==> src/rtl/alu_issue_stage.sv <==
// Decode/issue register for the ALU: decodes RV32I OP, OP-IMM, LUI and AUIPC
// into an operation plus operands and holds it behind a valid/ready handshake.

package alu_issue_pkg;
   typedef enum logic [3:0] {
      ALU_ADD  = 4'd0,
      ALU_SUB  = 4'd1,
      ALU_SLL  = 4'd2,
      ALU_SLT  = 4'd3,
      ALU_SLTU = 4'd4,
      ALU_XOR  = 4'd5,
      ALU_SRL  = 4'd6,
      ALU_SRA  = 4'd7,
      ALU_OR   = 4'd8,
      ALU_AND  = 4'd9,
      ALU_LUI  = 4'd10
   } alu_operation_type;
endpackage

module alu_issue_stage
   import alu_issue_pkg::*;
#(
   parameter int DATA_WIDTH = 32
) (
   input  logic                  clk_i,
   input  logic                  rst_n_i,
   input  logic                  in_valid_i,
   output logic                  in_ready_o,
   input  logic [31:0]           in_instr_i,
   input  logic [DATA_WIDTH-1:0] in_pc_i,
   input  logic [DATA_WIDTH-1:0] in_rs1_data_i,
   input  logic [DATA_WIDTH-1:0] in_rs2_data_i,
   input  logic                  flush_i,
   output logic                  out_valid_o,
   input  logic                  out_ready_i,
   output alu_operation_type     out_operation_o,
   output logic [DATA_WIDTH-1:0] out_a_o,
   output logic [DATA_WIDTH-1:0] out_b_o,
   output logic [4:0]            out_rd_o,
   output logic                  out_rd_we_o,
   output logic                  out_illegal_o,
   output logic [DATA_WIDTH-1:0] out_pc_o
);

   logic [6:0]            opcode_s;
   logic [2:0]            funct3_s;
   logic [6:0]            funct7_s;
   logic [4:0]            rd_s;
   logic [DATA_WIDTH-1:0] imm_i_s;
   logic [DATA_WIDTH-1:0] shamt_s;

   alu_operation_type     raw_op_s;
   logic [DATA_WIDTH-1:0] raw_a_s;
   logic [DATA_WIDTH-1:0] raw_b_s;
   logic                  dec_illegal_s;
   alu_operation_type     dec_op_s;
   logic [DATA_WIDTH-1:0] dec_a_s;
   logic [DATA_WIDTH-1:0] dec_b_s;
   logic                  dec_rd_we_s;
   logic                  capture_s;

   logic                  valid_q, valid_d;
   alu_operation_type     op_q, op_d;
   logic [DATA_WIDTH-1:0] a_q, a_d;
   logic [DATA_WIDTH-1:0] b_q, b_d;
   logic [4:0]            rd_q, rd_d;
   logic                  rd_we_q, rd_we_d;
   logic                  illegal_q, illegal_d;
   logic [DATA_WIDTH-1:0] pc_q, pc_d;

   assign opcode_s = in_instr_i[6:0];
   assign funct3_s = in_instr_i[14:12];
   assign funct7_s = in_instr_i[31:25];
   assign rd_s     = in_instr_i[11:7];
   assign imm_i_s  = {{(DATA_WIDTH-12){in_instr_i[31]}}, in_instr_i[31:20]};
   assign shamt_s  = {{(DATA_WIDTH-5){1'b0}}, in_instr_i[24:20]};

   // Instruction decode: operation, operands and legality of the incoming word.
   always_comb begin
      raw_op_s      = ALU_ADD;
      raw_a_s       = {DATA_WIDTH{1'b0}};
      raw_b_s       = {DATA_WIDTH{1'b0}};
      dec_illegal_s = 1'b0;
      case (opcode_s)
         7'b0110011: begin
            raw_a_s = in_rs1_data_i;
            raw_b_s = in_rs2_data_i;
            if (funct7_s == 7'b0000000) begin
               case (funct3_s)
                  3'b000:  raw_op_s = ALU_ADD;
                  3'b001:  raw_op_s = ALU_SLL;
                  3'b010:  raw_op_s = ALU_SLT;
                  3'b011:  raw_op_s = ALU_SLTU;
                  3'b100:  raw_op_s = ALU_XOR;
                  3'b101:  raw_op_s = ALU_SRL;
                  3'b110:  raw_op_s = ALU_OR;
                  3'b111:  raw_op_s = ALU_AND;
                  default: dec_illegal_s = 1'b1;
               endcase
            end else if ((funct7_s == 7'b0100000) && (funct3_s == 3'b000)) begin
               raw_op_s = ALU_SUB;
            end else if ((funct7_s == 7'b0100000) && (funct3_s == 3'b101)) begin
               raw_op_s = ALU_SRA;
            end else begin
               dec_illegal_s = 1'b1;
            end
         end
         7'b0010011: begin
            raw_a_s = in_rs1_data_i;
            raw_b_s = imm_i_s;
            case (funct3_s)
               3'b000: raw_op_s = ALU_ADD;
               3'b010: raw_op_s = ALU_SLT;
               3'b011: raw_op_s = ALU_SLTU;
               3'b100: raw_op_s = ALU_XOR;
               3'b110: raw_op_s = ALU_OR;
               3'b111: raw_op_s = ALU_AND;
               3'b001: begin
                  raw_b_s = shamt_s;
                  if (funct7_s == 7'b0000000) begin
                     raw_op_s = ALU_SLL;
                  end else begin
                     dec_illegal_s = 1'b1;
                  end
               end
               3'b101: begin
                  raw_b_s = shamt_s;
                  if (funct7_s == 7'b0000000) begin
                     raw_op_s = ALU_SRL;
                  end else if (funct7_s == 7'b0100000) begin
                     raw_op_s = ALU_SRA;
                  end else begin
                     dec_illegal_s = 1'b1;
                  end
               end
               default: dec_illegal_s = 1'b1;
            endcase
         end
         // LUI leaves the 12-bit shift to the ALU, so the upper immediate goes out unshifted.
         7'b0110111: begin
            raw_op_s = ALU_LUI;
            raw_b_s  = {{(DATA_WIDTH-20){1'b0}}, in_instr_i[31:12]};
         end
         7'b0010111: begin
            raw_op_s = ALU_ADD;
            raw_a_s  = in_pc_i;
            raw_b_s  = {in_instr_i[31:12], 12'b0};
         end
         default: dec_illegal_s = 1'b1;
      endcase
   end

   assign dec_op_s    = dec_illegal_s ? ALU_ADD : raw_op_s;
   assign dec_a_s     = dec_illegal_s ? {DATA_WIDTH{1'b0}} : raw_a_s;
   assign dec_b_s     = dec_illegal_s ? {DATA_WIDTH{1'b0}} : raw_b_s;
   assign dec_rd_we_s = !dec_illegal_s && (rd_s != 5'd0);

   assign in_ready_o = !valid_q || out_ready_i;
   assign capture_s  = in_valid_i && in_ready_o;

   // Issue register next state: flush beats capture, capture beats drain.
   always_comb begin
      valid_d   = valid_q;
      op_d      = op_q;
      a_d       = a_q;
      b_d       = b_q;
      rd_d      = rd_q;
      rd_we_d   = rd_we_q;
      illegal_d = illegal_q;
      pc_d      = pc_q;
      if (flush_i) begin
         valid_d = 1'b0;
      end else if (capture_s) begin
         valid_d   = 1'b1;
         op_d      = dec_op_s;
         a_d       = dec_a_s;
         b_d       = dec_b_s;
         rd_d      = rd_s;
         rd_we_d   = dec_rd_we_s;
         illegal_d = dec_illegal_s;
         pc_d      = in_pc_i;
      end else if (out_ready_i) begin
         valid_d = 1'b0;
      end else begin
         valid_d = valid_q;
      end
   end

   // Issue register state with synchronous active-low reset.
   always_ff @(posedge clk_i) begin
      if (!rst_n_i) begin
         valid_q   <= 1'b0;
         op_q      <= ALU_ADD;
         a_q       <= {DATA_WIDTH{1'b0}};
         b_q       <= {DATA_WIDTH{1'b0}};
         rd_q      <= 5'd0;
         rd_we_q   <= 1'b0;
         illegal_q <= 1'b0;
         pc_q      <= {DATA_WIDTH{1'b0}};
      end else begin
         valid_q   <= valid_d;
         op_q      <= op_d;
         a_q       <= a_d;
         b_q       <= b_d;
         rd_q      <= rd_d;
         rd_we_q   <= rd_we_d;
         illegal_q <= illegal_d;
         pc_q      <= pc_d;
      end
   end

   assign out_valid_o     = valid_q;
   assign out_operation_o = op_q;
   assign out_a_o         = a_q;
   assign out_b_o         = b_q;
   assign out_rd_o        = rd_q;
   assign out_rd_we_o     = rd_we_q;
   assign out_illegal_o   = illegal_q;
   assign out_pc_o        = pc_q;

endmodule

==> config.mk <==
export PLATFORM = sky130hd
export DESIGN_NAME = alu_issue_stage
export DESIGN_NICKNAME = d
export VERILOG_FILES = /design/src/rtl/alu_issue_stage.sv
export SDC_FILE = /design/constraint.sdc
export NUM_CORES = 1
export LEC_CHECK = 0
export ABC_AREA = 1
export CELL_PAD_IN_SITES_DETAIL_PLACEMENT = 1
export CELL_PAD_IN_SITES_GLOBAL_PLACEMENT = 1
export CORE_UTILIZATION = 30
export DETAILED_ROUTE_END_ITERATION = 7
export MAX_ROUTING_LAYER = met4
export PLACE_DENSITY_LB_ADDON = 0.1
export SYNTH_ARGS = -nofsm -noshare
export SYNTH_HDL_FRONTEND = slang
export SYNTH_SLANG_ARGS = --single-unit
==> constraint.sdc <==
create_clock -name clk_i -period 2.7 [get_ports clk_i]
set_input_delay 0.54 -clock clk_i [delete_from_list [all_inputs] [get_ports clk_i]]
set_output_delay 0.54 -clock clk_i [all_outputs]
set_load 0.005 [all_outputs]
==> results of run 1 <==
## worst max-delay path by stage
stage                               endpoint  slack [ns]  cells after the start
floorplan           out_b_o[18]$_SDFFE_PN0P_        0.71                     11
global placement    out_b_o[16]$_SDFFE_PN0P_        0.18                      8
detailed placement  out_a_o[16]$_SDFFE_PN0P_        0.09                      8
CTS                 out_a_o[16]$_SDFFE_PN0P_        0.47                      8
global route        out_a_o[16]$_SDFFE_PN0P_        0.24                      8
finish              out_a_o[16]$_SDFFE_PN0P_        0.42                      8
## placed cells by master (no fill, tap or decap), drive strengths merged, types with 17 or more instances in the layout
master           n
nand2          137
clkdlybuf4s50  241
o21ai           77
nand4           22
a21oi           61
nor3            17
dfxtp          108
inv             66
nor2            94
buf             23
nand3           62
## per-stage QoR
| stage | std cells | total power [mW] | hold WS, ns | instance area [um^2] | util |
|---|---|---|---|---|---|
| 6_report | 1186 | 3.67 | 0.470 | 8160 | 0.487 |
| 5_1_grt | 1186 | 3.85 | 0.492 | 8160 | 0.487 |
| 4_1_cts | 1186 | 3.72 | 0.471 | 8160 | 0.487 |
| 3_5_place_dp | 1171 | 2.43 | 0.459 | 7890 | 0.470 |
| 3_3_place_gp | 1171 | 2.41 | 0.453 | 7890 | 0.470 |
| 2_1_floorplan | 737 | 1.98 | 0.462 | 5210 | - |
## metal layers
layer,vias to the layer above,routed length (um)
met1,2791,9150
met3,21,1030
li1,2926,-
met5,-,0
met2,150,9990
met4,0,329
## cell type report
cell class / instances / share of cell area
well taps: 220 / 0.0337
clock inverters: 6 / 0.00583
repair buffers: 264 / 0.323
inverters: 65 / 0.0302
flip-flops and latches: 108 / 0.265
multi-input cells: 514 / 0.315
clock buffers: 9 / 0.0276
## power breakdown
part	internal [mW]	switching [mW]
logic	0.383	0.306
registers	1.66	0.0383
clock network	0.630	0.653
## worst max-delay path: stages
cell	delay, ns
clkdlybuf4s50_1	0.49
nor3_1	0.41
nand3_1	0.27
a21oi_4	0.21
nand2_2	0.10
inv_2	0.27
nand2_1	0.10
a21oi_1	0.17
## sequential cells by signal (all words and copies together) (netlist names)
register,cells
out_operation_o,4
out_illegal_o,1
out_rd_we_o,1
out_valid_o,1
out_rd_o,5
out_pc_o,32
out_a_o,32
out_b_o,32
## cell families (layout without fill, tap and decap cells)
group,after synthesis,count (layout),synth area share
adder cells (fa/ha/maj),4,4,0.00961
AND/OR/NAND/NOR,333,333,0.290
AO/OA/AOI/OAI,177,177,0.193
flip-flops,108,108,0.415
buffers and inverters,115,344,0.0918
==> summary.md, run 1 <==
| Metric | Value |
|---|---|
| Reg-to-reg startpoint | `out_valid_o$_SDFFE_PP0P_` |
| # IOs | `242` |
| Clock Skew | `0.0113 ns` |
| Row count | `47` |
| Synth cell types | `30` |
| First-pass GRT wire length | `32700 um` |
| Vias in the first global route | `6173` |
| GRT Util Overall | `0.240` |
| Max VDD drop | `0.297 mV` |
| Drt total wl | `20500 um` |
| Die X | `134 um` |
| Fin. max-slew vios | `0` |
| Worst hold path startpoint | `out_a_o[12]$_SDFFE_PN0P_` |
| Dpl hpwl | `roughly 16000 um` |
| Arrival @ worst endpoint | `2.57 ns` |
| Fmax | `0.439 GHz` |
| Seq/Total Area, Yosys | `0.415` |
| Setup TNS | `0 ns` |
| 1st-iter DRT viols | `326` |
| Setup slack, reg-to-reg | `0.91 ns` |
| Net Count, Synth | `874` |
| N_diodes | `0` |
| IO Port Bufs | `241` |
| Clock tree buffer depth | `2` |
| Area leader, netlist | `dfxtp_1` |
| Clock Pin Slew Worst Setup and Hold Paths | `0.08 ns` |
| Clock Sinks | `108` |
| Top-count cell post-synth | `nand2_1` |
| Hold EP | `out_a_o[12]$_SDFFE_PN0P_` |
| Power per Cell Area | `450 nW/um^2` |
| Final Hold Vio Count | `0` |
| DRT Pass-1 Iters | `4` |
| Yosys top cell area share | `0.415` |
| GR peak layer | `met2` |
| CTS tree | `built` |
| Clock Latency Late Sink | `0.36 ns` |
| Final Cycle Share | `0.843` |
| Normalized max-slew margin | `0.691` |
| Status | `complete, no violations` |
| Seq cells post-synth | `108` |
| Die area | `17900 um^2` |
| Core area | `16800 um^2` |
| Vias | `around 6000` |
| Fill cells | `2063` |
| Nets@finish | `1099` |
| Synth top area cells | `dfxtp_1 (42%), nand2_1 (9.5%), o21ai_0 (7.4%)` |
| Mapped Cells | `~740` |
| Final Setup Violations | `0` |
| Top cells by count, synth | `nand2_1 (132), dfxtp_1 (108), nor2_1 (89), o21ai_0 (77), nand3_1 (61)` |
| Starting Density | `0.311` |
| Hold WC Path Type | `register to register` |
| Largest net degree at the start of global routing | `92` |
| Crit. End Element | `register` |
| Max-cap violations | `0` |
| FF+latch area | `2160 um^2` |
| Area growth syn-to-layout | `56.7%` |
| CP max FO | `17` |
| Req. time, crit path | `about 3 ns` |
| Met2 Use GR | `0.401` |
| Gr ovfl total | `0` |
| Routed Antenna Nets | `0` |
| Antenna violations before repair | `0` |
| Worst slew pin tran | `0.462 ns` |
| Vias per cell | `around 5` |
| Final worst slack | `~0.42 ns` |
| Met3 usage in global routing | `0.0384` |
| Htree depth | `3` |
| Clock buffer count from CTS | `9` |
| Routing usage on met1 | `0.295` |
| Fraction of layout cells with a size suffix above 1 | `0.0673` |
| Worst reg2reg endpoint | `out_a_o[16]$_SDFFE_PN0P_` |
| Gpl congestion | `about 0.86` |
| Min Tclk post-route | `2.28 ns` |
| Cts hold-fix bufs | `0` |
| Post_cts resized | `0` |
| WL per Instance | `roughly 17 um` |
| Leak pwr | `3.05 nW` |
| R2R depth | `9` |
| Multi-input logic area | `2570 um^2` |
| Async S/R FF share, synth | `0` |
| WS Path Type | `input port to register` |
| Startpoint Class | `input port` |
| Cell area after synthesis | `approximately 5200 um^2` |
| Hold Path Cell Cnt | `2` |
| Commonest register cell after synthesis | `dfxtp_1` |
| Crit path from | `in_instr_i[3]` |
| Clk root buf | `clkbuf_16` |
| YS warnings | `0` |
| Syn Area/Cell | `7.06 um^2` |
| DRC | `0` |
| Post-synth EDFFs | `0` |
| Postcts setup bufs | `0` |
| DP Worst Slack | `0.0868 ns` |
| RSZ-0062 raised after global routing | `false` |
| Die H | `134 um` |
Power figures use the tool's default switching activity.
==> run 2, diff against run 1 <==
- CORE_UTILIZATION: 30 -> 28
- clock period: 2.7 -> 2.3 ns (I/O delays scaled with it)
==> run 2 against run 1 <==
The flow now finishes with violations (DRC); combinational power is 23% higher; flip-flop and latch count unchanged; critical path depth is 4 higher; highest routed layer unchanged; sequential power grew 18%; final area up 4.0%; clock power increased by 32%; count of clock-buffer cells in the layout grew 1; largest power group unchanged; non-clock buffer count up 25; cell count grew 3.0%; sequential share of layout area fell by 1.0 points; critical endpoint is now out_b_o[3]$_SDFFE_PN0P_; total power up 23%.
==> summary.md, run 2 (synthesized netlist as in run 1, its figures left out) <==
| Metric | Value |
|---|---|
| Status | `finished with violations` |
| Failing checks | `DRC` |
| Clk root buf | `clkbuf_16` |
| Hold Path Cell Cnt | `2 (unchanged)` |
| Clock Latency Late Sink | `0.36 ns (about the same)` |
| Max incr delay on CP | `0.50 ns (about the same)` |
| Leak pwr | `3.23 nW (+5.7%)` |
| Crit-path slowest cell | `clkdlybuf4s50_1` |
| DP Worst Slack | `-0.207 ns (-0.293 ns)` |
| Setup TNS | `0 ns (unchanged)` |
| Final worst slack | `0.192 ns (-0.232 ns)` |
| 1st-iter DRT viols | `250 (-23%)` |
| Worst path bufs/invs | `4 (+2)` |
| Largest net degree at the start of global routing | `56 (-39%)` |
| GRT Util Overall | `0.226 (-0.0140)` |
| Die area | `19100 um^2 (+7.0%)` |
| Nets@finish | `1124 (+2.3%)` |
| Vias per cell | `4.94 (-0.46%)` |
| Final Cell Area | `8480 um^2 (+4.0%)` |
| Arrival @ worst endpoint | `2.35 ns (-0.22 ns)` |
| Fraction of layout cells with a size suffix above 1 | `0.0917 (+0.0244)` |
| Htree depth | `3 (unchanged)` |
| Worst hold path startpoint | `out_a_o[10]$_SDFFE_PN0P_` |
| Max-cap violations | `0 (unchanged)` |
| N_diodes | `0 (unchanged)` |
| First-pass GRT wire length | `33700 um (+3.0%)` |
| Placed Area | `8160 um^2 (+3.5%)` |
| Clock Sinks | `108 (unchanged)` |
| DRT Pass-1 Iters | `6 (+2)` |
| CP max FO | `21 (+4)` |
| Antenna violations before repair | `0 (unchanged)` |
| Setup slack, reg-to-reg | `0.75 ns (-0.16 ns)` |
| Clock buffer count from CTS | `9 (unchanged)` |
| Crit. End Element | `register` |
| Die H | `138 um (+3.5%)` |
| Hold WC Path Type | `register to register` |
| Routed Antenna Nets | `0 (unchanged)` |
| Reg-to-reg startpoint | `out_valid_o$_SDFFE_PP0P_` |
| RSZ-0062 raised after global routing | `false` |
| Most frequent standard cell in the layout excluding fill and tap cells | `clkdlybuf4s50_1` |
| DRC | `28 (+28)` |
| Cells along the critical path | `clkdlybuf4s50_1 -> inv_1 -> ha_1 -> inv_1 -> nor2_1 -> o21ai_0 -> nand3_2 -> nand2_2 -> nand2_2 -> nand2_2 -> buf_12 -> nor2_1` |
| Dpl hpwl | `16100 um (+2.5%)` |
| Drt total wl | `21000 um (+2.5%)` |
| Normalized max-slew margin | `0.709 (+0.0172)` |
| Final Hold Vio Count | `0 (unchanged)` |
| Area growth syn-to-layout | `62.9%` |
| Max VDD drop | `0.325 mV (+9.2%)` |
| Fin. max-slew vios | `0 (unchanged)` |
| R2R depth | `10 (+1)` |
| Clock Pin Slew Worst Setup and Hold Paths | `0.09 ns (about the same)` |
| # IOs | `242 (unchanged)` |
| Vias in the first global route | `6327 (+2.5%)` |
| IO Port Bufs | `241 (unchanged)` |
| Top delay family on crit path | `buffers and inverters` |
| Die X | `138 um (+3.5%)` |
| WS Path Type | `input port to register` |
| Worst slew pin tran | `0.437 ns (-0.0246 ns)` |
| CTS tree | `built` |
| Power per Cell Area | `535 nW/um^2 (+19%)` |
| Worst reg2reg endpoint | `out_a_o[31]$_SDFFE_PN0P_` |
| Min Tclk post-route | `approximately 2.1 ns` |
| Final Setup Violations | `0 (unchanged)` |
| Most frequent cell on the critical path | `nand2_2` |
| Clock Skew | `0.0141 ns (+0.00282 ns)` |
| Vias | `6034 (+2.5%)` |
| Gr ovfl total | `0 (unchanged)` |
| WL per Instance | `17.2 um (-0.47%)` |
| Fmax | `0.474 GHz` |
| Row count | `49 (+4.3%)` |
| Req. time, crit path | `2.54 ns (-0.45 ns)` |
| Post_cts resized | `0 (unchanged)` |
| Core area | `18100 um^2 (+7.9%)` |
| Startpoint Class | `input port` |
| Starting Density | `0.288 (-0.0228)` |
| Gpl congestion | `0.861 (-0.32%)` |
| Hold EP | `out_a_o[10]$_SDFFE_PN0P_` |
| Clock tree buffer depth | `2 (unchanged)` |
| Cts hold-fix bufs | `0 (unchanged)` |
| Postcts setup bufs | `0 (unchanged)` |
| Commonest non-fill, non-tap cells in the layout | `clkdlybuf4s50_1 (241), nand2_1 (132), dfxtp_1 (108), nor2_1 (89), o21ai_0 (77)` |
| Final Cycle Share | `0.917` |
## run 2: power breakdown
group,internal (mW),switching [mW]
Clock,0.898,0.794
Combinational,0.481,0.364
Sequential,1.95,0.0450
Total,3.33,1.20
## run 2: how the worst max path moves through the flow
stage                        start                  endpoint  cells past startpoint
global route        in_instr_i[13]   out_b_o[3]$_SDFFE_PN0P_                     12
detailed placement  in_instr_i[12]   out_b_o[5]$_SDFFE_PN0P_                     12
floorplan           in_instr_i[13]  out_b_o[18]$_SDFFE_PN0P_                     11
global placement    in_instr_i[12]  out_b_o[21]$_SDFFE_PN0P_                     12
CTS                 in_instr_i[12]  out_a_o[30]$_SDFFE_PN0P_                     12
finish              in_instr_i[12]   out_b_o[3]$_SDFFE_PN0P_                     12
## run 2: area by class of cell
cell class	count	area [um^2]
clock buffer	10	239
clock inverter	6	82.6
fill	2219	9610
inverter	65	246
multi-input combinational	514	2570
sequential	108	2160
tap	229	287
timing repair buffer	289	2900
## run 2: per-stage QoR
| stage | util | hold WS (ns) | power [mW] | std cells |
|---|---|---|---|---|
| after floorplan | - | 0.462 | 2.32 | 737 |
| after global placement | 0.451 | 0.454 | 2.87 | 1205 |
| after detailed placement | 0.451 | 0.459 | 2.89 | 1205 |
| after CTS | 0.469 | 0.473 | 4.59 | 1221 |
| after global routing | 0.469 | 0.489 | 4.74 | 1221 |
| final | 0.469 | 0.469 | 4.53 | 1221 |
## run 2: layer usage
layer	routed length (um)	GRT usage	vias to the layer above	share of wire
li1	-	-	2971	-
met1	9770	0.288	2882	0.47
met2	9860	0.367	154	0.47
met3	992	0.0374	27	0.047
met4	373	0.0686	0	0.018
met5	0	-	-	0
## run 2: worst register-to-register path, stage by stage, from the launching register on
cell and delay [ns]:
dfxtp_1 0.32, inv_1 0.05, nor2_1 0.04, inv_1 0.08
nand2_1 0.12, inv_4 0.16, buf_12 0.25, nand2_1 0.12
o22ai_1 0.16, nand2_1 0.07, a21oi_1 0.10
==> run 3, diff against run 2 <==
- GPL_ROUTABILITY_DRIVEN: unset -> 0
==> run 3 against run 2 <==
The flow still finishes with violations (DRC); sequential power barely moved; die area unchanged; total power decreased by 3.9%; non-clock buffer count decreased by 1; cell count hardly changed; largest cell class unchanged.
==> summary.md, run 3 (synthesized netlist as in run 1, its figures left out) <==
| Metric | Value |
|---|---|
| Status | `finished with violations` |
| Failing checks | `DRC` |
| N_diodes | `0 (unchanged)` |
| Clock Sinks | `108 (unchanged)` |
| Met3 routed WL | `1130 um (+14%)` |
| Final Cycle Share | `0.918 (+0.00178)` |
| Logic gate share of total power | `0.194 (+0.008)` |
| Nets@finish | `1123 (-0.089%)` |
| Final Hold Vio Count | `0 (unchanged)` |
| FF+latch area | `2160 um^2 (unchanged)` |
| GRT Util Overall | `0.227 (about the same)` |
| Power per Cell Area | `517 nW/um^2 (-3.3%)` |
| Startpoint Class | `input port` |
| Leak pwr | `3.20 nW (-0.90%)` |
| Fill cells | `2235 (+0.72%)` |
| Clock tree buffer depth | `2 (unchanged)` |
| Power, Total | `4.36 mW (-3.9%)` |
| Max-cap violations | `0 (unchanged)` |
| Postcts setup bufs | `0 (unchanged)` |
| Reg-to-reg startpoint | `out_valid_o$_SDFFE_PP0P_` |
| Multi-input logic area | `2570 um^2 (unchanged)` |
| WL per Instance | `17.3 um (+0.70%)` |
| Clk root buf | `clkbuf_16` |
| First-pass GRT wire length | `33300 um (-0.94%)` |
| Wl on met1 | `9390 um (-3.9%)` |
| CP max FO | `21 (unchanged)` |
| Max VDD drop | `0.341 mV (+5.0%)` |
| Dpl hpwl | `16300 um (+1.3%)` |
| DRT Pass-1 Iters | `8 (+2)` |
| Largest net degree at the start of global routing | `71 (+27%)` |
| Starting Density | `0.288 (unchanged)` |
| Hold EP | `out_a_o[20]$_SDFFE_PN0P_` |
| Clock share of power | `0.347 (-0.026)` |
| Vias | `6022 (-0.20%)` |
| Clock Latency Late Sink | `0.35 ns (about the same)` |
| Worst slew pin tran | `0.594 ns (+0.157 ns)` |
| Die H | `138 um (unchanged)` |
| Die area | `19100 um^2 (unchanged)` |
| IO Port Bufs | `241 (unchanged)` |
| Hold WC Path Type | `register to register` |
| Commonest non-fill, non-tap cells in the layout | `clkdlybuf4s50_1 (241), nand2_1 (132), dfxtp_1 (108), nor2_1 (89), o21ai_0 (77)` |
| Crit. End Element | `register` |
| RSZ-0062 raised after global routing | `false` |
| Cts hold-fix bufs | `0 (unchanged)` |
| Gr ovfl total | `0 (unchanged)` |
| Area growth syn-to-layout | `61.9%` |
| Drt total wl | `21100 um (+0.62%)` |
| Cells after DPL | `1204 (-0.083%)` |
| CTS tree | `built` |
| Clock Pin Slew Worst Setup and Hold Paths | `0.08 ns (about the same)` |
| Post_cts resized | `0 (unchanged)` |
| Antenna violations before repair | `0 (unchanged)` |
| Normalized max-slew margin | `0.603 (-0.106)` |
| Internal power | `3.21 mW (-3.7%)` |
| Met2 Routed Length | `10300 um (+4.1%)` |
| Req. time, crit path | `2.55 ns (about the same)` |
| Setup slack, reg-to-reg | `0.74 ns (about the same)` |
| Row count | `49 (unchanged)` |
| Post-Layout Cell Count | `1220 (-0.082%)` |
| Die X | `138 um (unchanged)` |
| Min Tclk post-route | `2.11 ns (+0.00409 ns)` |
| Clock buffer count from CTS | `9 (unchanged)` |
| Final Setup Violations | `0 (unchanged)` |
| 1st-iter DRT viols | `255 (+2.0%)` |
| Htree depth | `3 (unchanged)` |
| Worst hold path startpoint | `out_a_o[20]$_SDFFE_PN0P_` |
| Core area | `18100 um^2 (unchanged)` |
| Vias per cell | `4.94 (-0.12%)` |
| DRC | `28 (unchanged)` |
| Switching Fraction | `0.264 (-0.00119)` |
| Vias in the first global route | `6335 (+0.13%)` |
| Hold Path Cell Cnt | `2 (unchanged)` |
| Clock Skew | `0.00628 ns (-0.00782 ns)` |
| Psw | `1.15 mW (-4.3%)` |
| Worst reg2reg endpoint | `out_b_o[22]$_SDFFE_PN0P_` |
| WS Path Type | `input port to register` |
| Max layer used | `met4` |
| Arrival @ worst endpoint | `2.36 ns (about the same)` |
| Sequential share of power | `0.459 (+0.018)` |
| Fraction of layout cells with a size suffix above 1 | `0.0888 (-0.00293)` |
| Most frequent standard cell in the layout excluding fill and tap cells | `clkdlybuf4s50_1` |
| # IOs | `242 (unchanged)` |
| Fin. max-slew vios | `0 (unchanged)` |
| Routed Antenna Nets | `0 (unchanged)` |
| Fmax | `0.473 GHz (-0.19%)` |
| R2R depth | `10 (unchanged)` |
run 3: power by group through the flow:
| stage | registers (mW) | logic [mW] | clock network, mW |
|---|---|---|---|
| 2_1_floorplan | 2.04 | 0.280 | 0 |
| 3_3_place_gp | 2.04 | 0.828 | 0 |
| 3_5_place_dp | 2.04 | 0.847 | 0 |
| 4_1_cts | 2.00 | 0.853 | 1.57 |
| 5_1_grt | 2.01 | 0.916 | 1.63 |
| 6_report | 2.00 | 0.846 | 1.51 |
run 3: worst max-delay path by stage:
stage,to,depth (start not counted),startpoint,slack [ns]
floorplan,out_b_o[18]$_SDFFE_PN0P_,11,in_instr_i[13],0.39
CTS,out_b_o[22]$_SDFFE_PN0P_,12,in_instr_i[12],0.19
detailed placement,out_b_o[22]$_SDFFE_PN0P_,12,in_instr_i[12],-0.17
global placement,out_b_o[22]$_SDFFE_PN0P_,12,in_instr_i[12],-0.11
global route,out_b_o[5]$_SDFFE_PN0P_,12,in_instr_i[12],0.04
finish,out_b_o[22]$_SDFFE_PN0P_,12,in_instr_i[12],0.19
run 3: final cells by class:
type,instances,share of cell area
clock buffer,12,0.0292
clock inverter,4,0.00386
inverter,65,0.0292
multi-input combinational,514,0.304
sequential,108,0.256
tap,229,0.0340
timing repair buffer,288,0.343
run 3: critical path: stages:
cell             delay [ns]
clkdlybuf4s50_1        0.52
inv_1                  0.08
ha_1                   0.21
inv_1                  0.07
nor2_1                 0.04
o21ai_0                0.29
nand3_2                0.13
nand2_2                0.13
nand2_2                0.06
nand2_2                0.13
buf_12                 0.18
nor3_1                 0.06
run 3: layer usage:
layer / GRT usage / up-vias
li1: - / 2966
met1: 0.273 / 2859
met2: 0.381 / 174
met3: 0.0478 / 23
met4: 0.0621 / 0
met5: - / -
run 3: through the flow:
step	setup TNS (ns)	hold WS [ns]	setup slack [ns]	cell area [um^2]	util
2_1_floorplan	0	0.462	0.391	5210	-
3_3_place_gp	-3.38	0.453	-0.111	8150	0.451
3_5_place_dp	-6.23	0.456	-0.175	8150	0.451
4_1_cts	0	0.468	0.192	8430	0.466
5_1_grt	0	0.490	0.0403	8430	0.466
6_report	0	0.466	0.188	8430	0.466
